<file path="src/rtl/ex_hazard_ctrl.sv">
// EX-stage hazard control: forwarding selects, load-use bubbles and
// pipeline freeze for multi-cycle EX operations.
module ex_hazard_ctrl #(
    parameter int MC_CYCLES = 4,
    parameter int CNT_W     = 16
) (
    input  logic             clk,
    input  logic             rst,
    input  logic             id_valid,
    input  logic [4:0]       id_rs,
    input  logic [4:0]       id_rt,
    input  logic             id_use_rs,
    input  logic             id_use_rt,
    input  logic [4:0]       id_dst_reg,
    input  logic             id_reg_write,
    input  logic             id_mem_read,
    input  logic             id_multi,
    output logic             stall,
    output logic             id_ex_bubble,
    output logic             ex_hold,
    output logic [1:0]       rs_fwd_sel,
    output logic [1:0]       rt_fwd_sel,
    output logic [CNT_W-1:0] stall_cnt
);

    typedef struct packed {
        logic       valid;
        logic [4:0] dst;
        logic       reg_write;
        logic       mem_read;
    } slot_t;

    localparam logic [4:0] MC_LOAD = 5'(MC_CYCLES - 1);

    slot_t      ex_q;
    slot_t      mem_q;
    logic [4:0] mc_cnt;

    logic       hold;
    logic       lu;
    logic       accept;
    logic [1:0] rs_sel;
    logic [1:0] rt_sel;

    function automatic logic hits(slot_t s, logic [4:0] r);
        return s.valid & s.reg_write & (s.dst != 5'd0) & (s.dst == r);
    endfunction

    always_comb begin
        hold   = (mc_cnt != 5'd0);
        lu     = id_valid & ex_q.valid & ex_q.mem_read &
                 ((id_use_rs & hits(ex_q, id_rs)) |
                  (id_use_rt & hits(ex_q, id_rt)));
        accept = id_valid & ~lu;
        rs_sel = 2'd0;
        rt_sel = 2'd0;
        // The instruction now in EX will sit in MEM when the ID one reaches EX
        if (id_use_rs) begin
            if (hits(ex_q, id_rs))       rs_sel = 2'd1;
            else if (hits(mem_q, id_rs)) rs_sel = 2'd2;
        end
        if (id_use_rt) begin
            if (hits(ex_q, id_rt))       rt_sel = 2'd1;
            else if (hits(mem_q, id_rt)) rt_sel = 2'd2;
        end
    end

    assign ex_hold      = hold;
    assign stall        = hold | lu;
    assign id_ex_bubble = ~hold & (lu | ~id_valid);

    always_ff @(posedge clk) begin
        if (rst) begin
            ex_q       <= '0;
            mem_q      <= '0;
            mc_cnt     <= 5'd0;
            rs_fwd_sel <= 2'd0;
            rt_fwd_sel <= 2'd0;
            stall_cnt  <= '0;
        end else begin
            if (stall && (stall_cnt != '1))
                stall_cnt <= stall_cnt + CNT_W'(1);
            if (hold) begin
                mc_cnt <= mc_cnt - 5'd1;
                mem_q  <= '0;
            end else begin
                mem_q           <= ex_q;
                ex_q.valid      <= accept;
                ex_q.dst        <= id_dst_reg;
                ex_q.reg_write  <= id_reg_write;
                ex_q.mem_read   <= id_mem_read;
                rs_fwd_sel      <= accept ? rs_sel : 2'd0;
                rt_fwd_sel      <= accept ? rt_sel : 2'd0;
                mc_cnt          <= (accept & id_multi) ? MC_LOAD : 5'd0;
            end
        end
    end

endmodule

</file>
<file path="config.mk">
export PLATFORM = sky130hd
export DESIGN_NAME = ex_hazard_ctrl
export DESIGN_NICKNAME = d
export VERILOG_FILES = /design/src/rtl/ex_hazard_ctrl.sv
export SDC_FILE = /design/constraint.sdc
export NUM_CORES = 1
export LEC_CHECK = 0
export ABC_AREA = 1
export ABC_CLOCK_PERIOD_IN_PS = 1700
export BUFFER_PORTS_ARGS = -buffer_cell sky130_fd_sc_hd__buf_2
export CORE_ASPECT_RATIO = 0.8
export CORE_UTILIZATION = 56
export CTS_BUF_LIST = sky130_fd_sc_hd__clkbuf_4
export DETAILED_ROUTE_END_ITERATION = 10
export PLACE_DENSITY = 0.82
export SLEW_MARGIN = 0
export SYNTH_ARGS = -nofsm -noshare
export SYNTH_HDL_FRONTEND = slang
export SYNTH_SLANG_ARGS = --single-unit
</file>
<file path="constraint.sdc">
create_clock -name clk -period 1.7 [get_ports clk]
set_input_delay 0.34 -clock clk [delete_from_list [all_inputs] [get_ports clk]]
set_output_delay 0.34 -clock clk [all_outputs]
set_load 0.1 [all_outputs]
</file>
==> Word-level counts from Yosys, hierarchy flattened <==
Index checks and enable logic that the tools add are counted.
{ "word_totals": {"elab_cells": 55, "output_inout_bits": 23, "reg_bits": 40} }
{ "classes": {"n_mux": 10, "addsub": 2, "reduce_logical": 5, "n_eq_ne": 5, "bitwise": 22} }
{ "op_table": {"columns": ["cell", "count"], "rows": [
  ["$eq A5 B5 Y1", 4],
  ["$mux W2", 9],
  ["$add A16 B1 Y16 const B", 1],
  ["$and A1 B1 Y1", 16],
  ["$ne A16 B16 Y1 const B", 1],
  ["$reduce_bool A5 Y1", 3],
  ["$mux W5", 1],
  ["$sub A5 B1 Y5 const B", 1],
  ["$not A1 Y1", 3],
  ["$or A1 B1 Y1", 3],
  ["$reduce_or A2 Y1", 1],
  ["$logic_and A1 B1 Y1", 1]
]} }

==> Logic depth before layout (Yosys ltp) <==
{ "logic_depth": {"word_depth": 11, "ltp_mapped": 13, "ltp_nobuf": 12} }

==> Least setup slack after synthesis <==
No wires, ideal clock.
{ "synth_path": {"kind": "register to output", "start": "register mc_cnt[0]", "end": "output port id_ex_bubble", "path_stages_with_launch": 7, "t_required_ns": 1.360, "slack_ns": -1.677, "t_arrival_ns": 3.037, "n_path_buf": 0, "path_cell_list": "dfxtp_1 -> inv_1 -> ha_1 -> nand2_1 -> nor2_1 -> nand2_1 -> a21oi_1"} }
{ "synth_via": {"elab_chain_len": 3} }
{ "synth_rtl": {"columns": ["element", "line_no", "text"], "rows": [
  ["from (decl)", "37", "logic [4:0] mc_cnt;"],
  ["from (signal assigned)", "84", "mc_cnt <= mc_cnt - 5'd1;"],
  ["from (signal assigned)", "94", "mc_cnt <= (accept & id_multi) ? MC_LOAD : 5'd0;"],
  ["$reduce_bool A5 Y1", "50", "hold = (mc_cnt != 5'd0);"],
  ["net ex_hold", "20", "output logic ex_hold,"],
  ["$not A1 Y1", "70", "assign id_ex_bubble = ~hold & (lu | ~id_valid);"],
  ["$and A1 B1 Y1", "70", null],
  ["to (decl)", "19", "output logic id_ex_bubble,"]
]} }
The timed path passes the listed nets, and every way through them passes these cells.

==> Final worst setup path <==
{ "layout_path": {"start": "register ex_q[3] in the netlist's numbering", "end": "output port id_ex_bubble"} }
{ "layout_via": {"elab_chain_len": 8, "elab_cells_between_ends": 12, "cone_classes": "eq/ne: 2; bitwise: 9; reduce/logical: 1"} }
{ "layout_rtl": {"columns": ["element", "line_no", "text"], "rows": [
  ["from (decl)", "35", "slot_t ex_q;"],
  ["$reduce_bool A5 Y1", "46", "return s.valid & s.reg_write & (s.dst != 5'd0) & (s.dst == r);"],
  ["$and A1 B1 Y1 (2 in a row)", "46", null],
  ["$and A1 B1 Y1, on equally long branches", "52, 53", null],
  ["$or A1 B1 Y1 (*)", "52", "((id_use_rs & hits(ex_q, id_rs)) |"],
  ["$and A1 B1 Y1 (*)", "51", "lu = id_valid & ex_q.valid & ex_q.mem_read &"],
  ["$or A1 B1 Y1 (*)", "70", null],
  ["$and A1 B1 Y1 (*)", "70", null]
]} }
Mark *: on every way between the ends. The rest lies on a longest branch, timed or not.

==> impl_metrics.env <==
export IMPL_drcViolationCount=5
export IMPL_postCtsHoldBufs=0
export IMPL_p_per_area_nw_per_um2=1640
export IMPL_period_needed_ps=2200
export IMPL_synthSimpleGateAreaFrac=0.377
export IMPL_synth_area_mux_share=0
export IMPL_diodes=0
export IMPL_ys_seq_area_frac=0.376
export IMPL_path_max_fanout=4
export IMPL_synth_compound_area_frac=0.103
export IMPL_violations="design-rule violations, negative setup slack"
export IMPL_endpoint_kind="output port"
export IMPL_syn_area_per_cell_um2=6.87
export IMPL_hold_depth=2
export IMPL_post_place_ws_ps=-174
export IMPL_cp_arrival_ps=1860
export IMPL_ys_ff_latch=40
export IMPL_max_slew_margin=0.669
export IMPL_fin_hold_ws_ps=199
export IMPL_fin_skew_ps=16.5
export IMPL_die_w_um=71.0
export IMPL_max_freq_ghz=0.455
export IMPL_routedWlPerCell_um=13.0
export IMPL_grt_antenna_before_repair=0
export IMPL_synthAdderAreaFrac=0.0117
export IMPL_fin_crit_sh=1.29
export IMPL_initial_utilization=0.602
export IMPL_port_buffers=45
export IMPL_cts_buffers=5
export IMPL_irDropWorstVdd_mv=1.38
export IMPL_root_buffer="clkbuf_4"
export IMPL_finalWorstSetupSlack_ps=-498
export IMPL_clock_sinks=40
export IMPL_via_count=2302
export IMPL_finalSetupViolations=21
export IMPL_htree_levels=2
export IMPL_finalWeightedCongestion=0.926
export IMPL_grt_max_degree=15
export IMPL_hold_viol=0
export IMPL_die_area_um2=4060
export IMPL_slew_viol_final=0
export IMPL_ios=46
export IMPL_coreArea_um2=3540
export IMPL_grt_usage=0.279
export IMPL_postLayoutCoreUtil=0.831
export IMPL_cts_buffer_depth=2
export IMPL_nNetsFinal=413
export IMPL_ff2ff_setup_slack_ps=-80
export IMPL_area_growth_synth_to_final_pct=38.2
export IMPL_worstPathCellList="inv_2, nand2_1, nand2_1, nand3_2, nor2_4, nand3_2, nand2_2, nand2_4, a21oi_4, buf_12"
export IMPL_r2r_start="ex_q[2]$_SDFFE_PP0N_"
export IMPL_max_stage_delay_ps=360
export IMPL_cts_tree="done"
export IMPL_detail_route_iter0_violations=136
export IMPL_synthesis_area_um2=2130
export IMPL_p_leak_nw=1.45
export IMPL_required_ps=1360
export IMPL_synth_distinct_cells=31
export IMPL_first_global_vias=2099
export IMPL_dp_hpwl_um=3860
export IMPL_synth_warnings=0
export IMPL_placed_area_um2=2670
export IMPL_synth_top_family_by_area="simple AND/OR/NAND/NOR gates"
export IMPL_vias_per_cell=5.34
export IMPL_drive_gt1_frac=0.404
export IMPL_rr_worst_depth=13
export IMPL_syn_inst=310
export IMPL_wl_um=5590
export IMPL_rsz0062_at_grt="yes"
export IMPL_crit_slowest_cell="dfxtp_2"
export IMPL_grt_pass1_wl_um=8970
export IMPL_holdCritPathClass="in -> reg"
export IMPL_die_y_um=57.2
export IMPL_drtAntennaViolNets=0
export IMPL_max_cap_violations=0
export IMPL_hold_end="mc_cnt[4]$_SDFF_PP0_"
export IMPL_critPathKind="reg -> out"
export IMPL_clkLatencyLatePin_ps=350
export IMPL_design_area_um2=2940
export IMPL_rows=19
export IMPL_clkTransAtPathRegs_ps=110
export IMPL_tightest_slew_ps=500
export IMPL_firstDrtPassIters=8
export IMPL_synthXorXnorAreaFrac=0.0288
export IMPL_worstSetupStartpointType="flip-flop"
export IMPL_overflow=0
export IMPL_synthesis_nets=335
export IMPL_min_delay_start="rst"
export IMPL_status="complete, but fails checks"
export IMPL_worstReg2RegEnd="mc_cnt[1]$_SDFF_PP0_"
## synthesized netlist by cell type
library cell / instances / area share
nand2_1: 63 / 0.11
nor2_1: 50 / 0.088
dfxtp_1: 40 / 0.38
inv_1: 39 / 0.069
nand3_1: 38 / 0.089
a21oi_1: 12 / 0.028
o21ai_0: 10 / 0.023
a21oi_2: 7 / 0.029
o22ai_1: 5 / 0.015
xor2_1: 5 / 0.021
inv_2: 4 / 0.0070
nand4_1: 4 / 0.012
nor2_2: 4 / 0.012
a221oi_1: 2 / 0.0082
buf_1: 2 / 0.0035
buf_2: 2 / 0.0047
buf_6: 2 / 0.011
ha_1: 2 / 0.012
nand2_2: 2 / 0.0059
nand3_2: 2 / 0.0094
nor3_1: 2 / 0.0047
nor3b_1: 2 / 0.0070
or2_2: 2 / 0.0059
xnor2_1: 2 / 0.0082
buf_8: 1 / 0.0070
clkbuf_1: 1 / 0.0018
nand2_4: 1 / 0.0053
nand2_8: 1 / 0.0094
nand4_4: 1 / 0.010
nor3_2: 1 / 0.0047
nor4_1: 1 / 0.0029
## where the power goes
| group | internal, W | total (W) | switching, W |
|---|---|---|---|
| clock | 0.000193 | 0.000492 | 0.000299 |
| sequential | 0.00112 | 0.00129 | 0.000172 |
| combinational | 0.00127 | 0.00304 | 0.00177 |
| total | 0.00258 | 0.00483 | 0.00224 |
## worst max path at each step
stage          slack [ps]           end                 start
2_1_floorplan        -150  id_ex_bubble              id_rs[3]
3_3_place_gp         -140  id_ex_bubble              id_rs[3]
3_5_place_dp         -170  id_ex_bubble              id_rs[3]
4_1_cts              -410  id_ex_bubble  ex_q[3]$_SDFFE_PP0N_
5_1_grt              -570  id_ex_bubble  ex_q[3]$_SDFFE_PP0N_
6_report             -500  id_ex_bubble  ex_q[3]$_SDFFE_PP0N_
## metal layers
metal	track usage	vias to the layer above	part of all wire
li1	-	1154	-
met1	0.356	1059	0.45
met2	0.470	80	0.47
met3	0.0618	9	0.061
met4	0.100	0	0.017
met5	0	-	0
## area by class of cell
class / count / area, um^2
Tap cell: 42 / 52.6
Multi-Input combinational cell: 219 / 1240
Inverter: 43 / 161
Sequential cell: 40 / 852
Timing Repair Buffer: 79 / 578
Clock inverter: 1 / 5.00
Fill cell: 232 / 598
Clock buffer: 7 / 52.6
## critical path: cells and delay by family, from the launching register on
kind | cells | cell delay (ps)
DFF | 1 | 360
AOI/OAI and AO/OA | 1 | 220
buffers and inverters | 2 | 270
and+or+nand+nor | 7 | 680
## placed cells by master (no fill, tap or decap), types with 8 or more instances in the layout
master | netlist | final
nand2_1 | 63 | 56
nor2_1 | 50 | 44
buf_2 | 2 | 42
nand3_1 | 38 | 36
inv_1 | 39 | 35
buf_4 | 0 | 29
dfxtp_1 | 40 | 19
a21oi_1 | 12 | 11
dfxtp_2 | 0 | 11
o21ai_0 | 10 | 10
dfxtp_4 | 0 | 10
inv_2 | 4 | 8
## repair_timing
item | 4_1_cts | 5_1_grt
endpoints found under the setup margin | 3 | 25
endpoints found under the hold margin | 0 | 0
pin swaps | 8 | 13
buffers inserted | 6 | 4
gates resized for setup | 9 | 24
gates cloned | 0 | 1
## sequential cells by signal, summed over array words and instances, names as in the netlist
register	flops
ex_q	8
mc_cnt	5
mem_q	7
rs_fwd_sel	2
rt_fwd_sel	2
stall_cnt	16
## stage by stage
step,cells,setup TNS (ps),total power [W]
2_1_floorplan,310,-210,0.00310
3_3_place_gp,412,-164,0.00368
3_5_place_dp,412,-555,0.00373
4_1_cts,426,-853,0.00436
5_1_grt,431,-3860,0.00510
6_report,431,-1450,0.00483
## logic make-up after synthesis
kind of cell / after synthesis
buffers and inverters: 51
AND/OR/NAND/NOR: 174
AO/OA/AOI/OAI: 36
flip-flops: 40
adder cells (fa/ha/maj): 2
XOR/XNOR: 7
(Power assumes the default switching activity.)
